--- src/rtl/fpu_issue_ctrl.sv ---
// Single-issue sequencer in front of the FPU datapath: launches one
// operation, waits its opcode latency, then returns the captured result.
module fpu_issue_ctrl #(
    parameter int ADD_LAT = 3,
    parameter int MUL_LAT = 3,
    parameter int DIV_LAT = 26,
    parameter int TAG_W   = 4
) (
    input  logic             clk,
    input  logic             rst,
    input  logic             req_valid,
    output logic             req_ready,
    input  logic [31:0]      req_a,
    input  logic [31:0]      req_b,
    input  logic [1:0]       req_opcode,
    input  logic [TAG_W-1:0] req_tag,
    output logic [31:0]      fpu_a,
    output logic [31:0]      fpu_b,
    output logic [1:0]       fpu_opcode,
    input  logic [31:0]      fpu_result,
    output logic             rsp_valid,
    input  logic             rsp_ready,
    output logic [31:0]      rsp_result,
    output logic [TAG_W-1:0] rsp_tag,
    output logic             rsp_nan,
    output logic             rsp_inf,
    output logic             rsp_zero
);

    typedef enum logic [1:0] {
        S_IDLE,
        S_EXEC,
        S_DONE
    } state_t;

    state_t           r_state;
    logic [5:0]       r_cnt;
    logic             r_req_ready;
    logic             r_rsp_valid;
    logic [31:0]      r_fpu_a;
    logic [31:0]      r_fpu_b;
    logic [1:0]       r_fpu_opcode;
    logic [TAG_W-1:0] r_tag;
    logic [TAG_W-1:0] r_rsp_tag;
    logic [31:0]      r_rsp_result;
    logic             r_nan;
    logic             r_inf;
    logic             r_zero;

    logic [5:0]       w_lat_m1;
    logic             w_exp_ones;
    logic             w_exp_zero;
    logic             w_man_nz;

    // Counter is loaded with latency-1 so capture lands exactly LAT edges later.
    always_comb begin
        w_lat_m1 = 6'(ADD_LAT - 1);
        unique case (req_opcode)
            2'b10:   w_lat_m1 = 6'(MUL_LAT - 1);
            2'b11:   w_lat_m1 = 6'(DIV_LAT - 1);
            default: w_lat_m1 = 6'(ADD_LAT - 1);
        endcase
    end

    assign w_exp_ones = &fpu_result[30:23];
    assign w_exp_zero = ~|fpu_result[30:23];
    assign w_man_nz   = |fpu_result[22:0];

    always_ff @(posedge clk or posedge rst) begin
        if (rst) begin
            r_state      <= S_IDLE;
            r_cnt        <= '0;
            r_req_ready  <= 1'b1;
            r_rsp_valid  <= 1'b0;
            r_fpu_a      <= '0;
            r_fpu_b      <= '0;
            r_fpu_opcode <= '0;
            r_tag        <= '0;
            r_rsp_tag    <= '0;
            r_rsp_result <= '0;
            r_nan        <= 1'b0;
            r_inf        <= 1'b0;
            r_zero       <= 1'b0;
        end else begin
            case (r_state)
                S_IDLE: begin
                    if (req_valid && r_req_ready) begin
                        r_fpu_a      <= req_a;
                        r_fpu_b      <= req_b;
                        r_fpu_opcode <= req_opcode;
                        r_tag        <= req_tag;
                        r_cnt        <= w_lat_m1;
                        r_req_ready  <= 1'b0;
                        r_state      <= S_EXEC;
                    end
                end
                S_EXEC: begin
                    if (r_cnt == 6'd0) begin
                        r_rsp_result <= fpu_result;
                        r_rsp_tag    <= r_tag;
                        r_nan        <= w_exp_ones & w_man_nz;
                        r_inf        <= w_exp_ones & ~w_man_nz;
                        r_zero       <= w_exp_zero & ~w_man_nz;
                        r_rsp_valid  <= 1'b1;
                        r_state      <= S_DONE;
                    end else begin
                        r_cnt <= r_cnt - 6'd1;
                    end
                end
                S_DONE: begin
                    if (rsp_ready) begin
                        r_rsp_valid <= 1'b0;
                        r_req_ready <= 1'b1;
                        r_state     <= S_IDLE;
                    end
                end
                default: r_state <= S_IDLE;
            endcase
        end
    end

    assign req_ready  = r_req_ready;
    assign rsp_valid  = r_rsp_valid;
    assign fpu_a      = r_fpu_a;
    assign fpu_b      = r_fpu_b;
    assign fpu_opcode = r_fpu_opcode;
    assign rsp_result = r_rsp_result;
    assign rsp_tag    = r_rsp_tag;
    assign rsp_nan    = r_nan;
    assign rsp_inf    = r_inf;
    assign rsp_zero   = r_zero;

endmodule
--- config.mk ---
export PLATFORM = sky130hd
export DESIGN_NAME = fpu_issue_ctrl
export DESIGN_NICKNAME = d
export VERILOG_FILES = /design/src/rtl/fpu_issue_ctrl.sv
export SDC_FILE = /design/constraint.sdc
export NUM_CORES = 1
export LEC_CHECK = 0
export CAP_MARGIN = 20
export CELL_PAD_IN_SITES_DETAIL_PLACEMENT = 0
export CELL_PAD_IN_SITES_GLOBAL_PLACEMENT = 2
export CORE_UTILIZATION = 26
export DETAILED_ROUTE_END_ITERATION = 10
export PLACE_DENSITY = 0.94
export SLEW_MARGIN = 20
export SYNTH_ARGS = -nofsm -noshare
export SYNTH_HDL_FRONTEND = slang
export SYNTH_SLANG_ARGS = --single-unit
--- constraint.sdc ---
create_clock -name clk -period 6.82 [get_ports clk]
set_input_delay 1.364 -clock clk [delete_from_list [all_inputs] [get_ports clk]]
set_output_delay 1.364 -clock clk [all_outputs]
set_load 0.01 [all_outputs]
==> reports/metrics.csv <==
metric,value,unit
status,"finished, final reports clean",
crit_cells,6,
cts_resized,0,
n_antenna_cell,0,
finalCritPeriodShare,43.8,%
grt_overflow,0,
place_inst,871,
ys_ff_latch,119,
die_x,137,um
syn_area_per_cell,10.4,um^2
cap_violations,0,
core-area,0.0175,mm^2
cp_data_arrival_time,3270,ps
cts_root_buf,clkbuf_16,
final_antenna_net_count,0,
io_buffers,212,
fill_cells,1635,
setup_violations,0,
cts_setup_buffers,0,
numCtsBuffers,17,
cp.required,7100,ps
yosys_warnings,0,
worst_pin_slew,771,ps
cts_hold_buf,0,
vias,3884,
drt_wl_total,12300,um
powerDensity,217,mW/mm^2
layout.cells.non_filler,902,
rows,48,
synth_edf_count,0,
p_leak,3.52,nW
dieArea,0.0187,mm^2
r2r_slack,4430,ps
routedWlPerCell,13.7,um
grt_pass1_wl,19300,um
grt_usage,13.5,%
critPathBufInv,2,
fp.dieH,137,um
vias_per_cell,4.31,
hold_depth,2,
clock_latency,400,ps
worst_setup_path_start_kind,input port,
clk_pin_slew,50,ps
relSlewSlack,48.5,%
skew,6.86,ps
crit_family,buffers and inverters,
seqCellArea,0.00298,mm^2
drive_gt1_share,11.2,%
drv_slew,0,
rsz0062_at_grt,false,
tns,0,ps
area_growth,61.7,%
htree_num_levels,4,
nets,773,
grt_pass1_vias,3921,
timing.final.crit_period,2980,ps
hold_violations,0,
dominantRegCellSynth,dfrtp_1,
ir_drop,159,uV
seq_area_frac_synth,63.2,%
dp_hpwl,8830,um
grt_start_max_net_pins,72,
cts_tree,done,
end_kind,flop,
path_class,in2reg,
synth_cells,451,
hold_path.class,reg2reg,
antenna_found_initial,0,
power.total,1.65,mW
drtPass1Iterations,4,
synthesis.nets,559,
initial_core_util,27.0,%
netlist-cell-type-count,35,
drt_first_iter_violations,177,
utilization,43.6,%
critPathMaxStageDelay,600,ps
ctsLongestPathBuffers,2,
cp_max_fo,71,
cts_sinks,119,
synth_area,0.00471,mm^2
ios,213,
finalWeightedCongestion,0.799,
route.detailed.drc,0,
max_freq,335,MHz
path_cells,clkdlybuf4s50_1 > nand2b_1 > nor3b_2 > buf_4 > nor2_1 > a221oi_1,
multi_input_area,0.00162,mm^2
synthArstFlopShare,100,%
cp_slowest_cell,buf_4,
reg2regPathDepth,5,
per-layer routing:
metal	vias up	GRT usage [%]	part of all wire [%]
met3	19	4.63	8.2
li1	1884	-	-
met2	149	22.8	48
met5	-	0	0
met4	0	5.80	1.7
met1	1832	15.5	43
flip-flops by register name, indices dropped and copies added, names as in the netlist:
name        count
fpu_a          32
fpu_b          32
fpu_opcode      2
r_cnt           6
r_state         2
r_tag           4
req_ready       1
rsp_inf         1
rsp_nan         1
rsp_result     32
rsp_tag         4
rsp_valid       1
rsp_zero        1
final cells by class:
class	count	area share, %
Tap cell	225	3.70
Sequential cell	119	39.1
Multi-Input combinational cell	307	21.3
Inverter	5	0.279
Clock buffer	24	6.72
Clock inverter	7	0.575
Timing Repair Buffer	215	28.3
worst min-delay path, delay by kind of cell (launching register included):
family,cells,cell delay [ps]
and+or+nand+nor,2,100
DFF,1,330
metrics by stage:
step                      setup slack (ps)  hold WS, ps  area, um^2
after global placement                3020          455        7040
after floorplan                       2300          442        4710
after global routing                  3650          490        7620
after CTS                             3810          474        7620
after detailed placement              3380          460        7060
final                                 3840          470        7620
where the power goes:
part	switching, mW	internal (mW)	total, mW
clock network	0.299	0.518	0.817
registers	0.00493	0.717	0.722
logic	0.0390	0.0770	0.116
total	0.343	1.31	1.65
synthesized netlist by cell type, types with 2 or more instances:
cell        n  area (um^2)
a211oi_1    2         15.0
a21oi_1     5         25.0
a22o_1      2         17.5
a31oi_1     2         12.5
buf_1       5         18.8
buf_2       9         45.0
buf_6       3         33.8
clkbuf_1    2         7.51
dfrtp_1   118         2950
ha_1        2         25.0
inv_1       5         18.8
mux2_2     36          405
nand2_1   220          826
nand2b_1    2         12.5
nand4_1     3         18.8
nor2_1      7         26.3
nor3_1      2         10.0
nor4_1      9         56.3
cells by family after synthesis:
| group | count (synthesis) | synth area share, % |
|---|---|---|
| mux | 37 | 8.82 |
| fa+ha+maj | 2 | 0.531 |
| flops | 119 | 63.2 |
| simple gates | 250 | 21.8 |
| compound gates | 18 | 2.87 |
| buf+inv | 25 | 2.79 |
path summary, 6_finish.rpt:
check | from | end
max | req_valid | r_cnt[4]
min | r_tag[0] | r_tag[0]
max reg2reg | r_cnt[0] | rsp_result[5]
min reg2reg | r_tag[0] | r_tag[0]
max in group asynchronous | rst | rsp_result[7]
min in group asynchronous | rst | rsp_result[17]
placed cells by master (no fill, tap or decap), types with 5 or more instances in the layout:
cell,count
dfrtp_1,118
nor4_1,9
mux2_2,36
nand2_1,220
clkdlybuf4s50_1,212
clkbuf_8,6
nor2_1,7
clkbuf_16,17
a21oi_1,5
No activity file was read; power rests on OpenSTA's default activity.
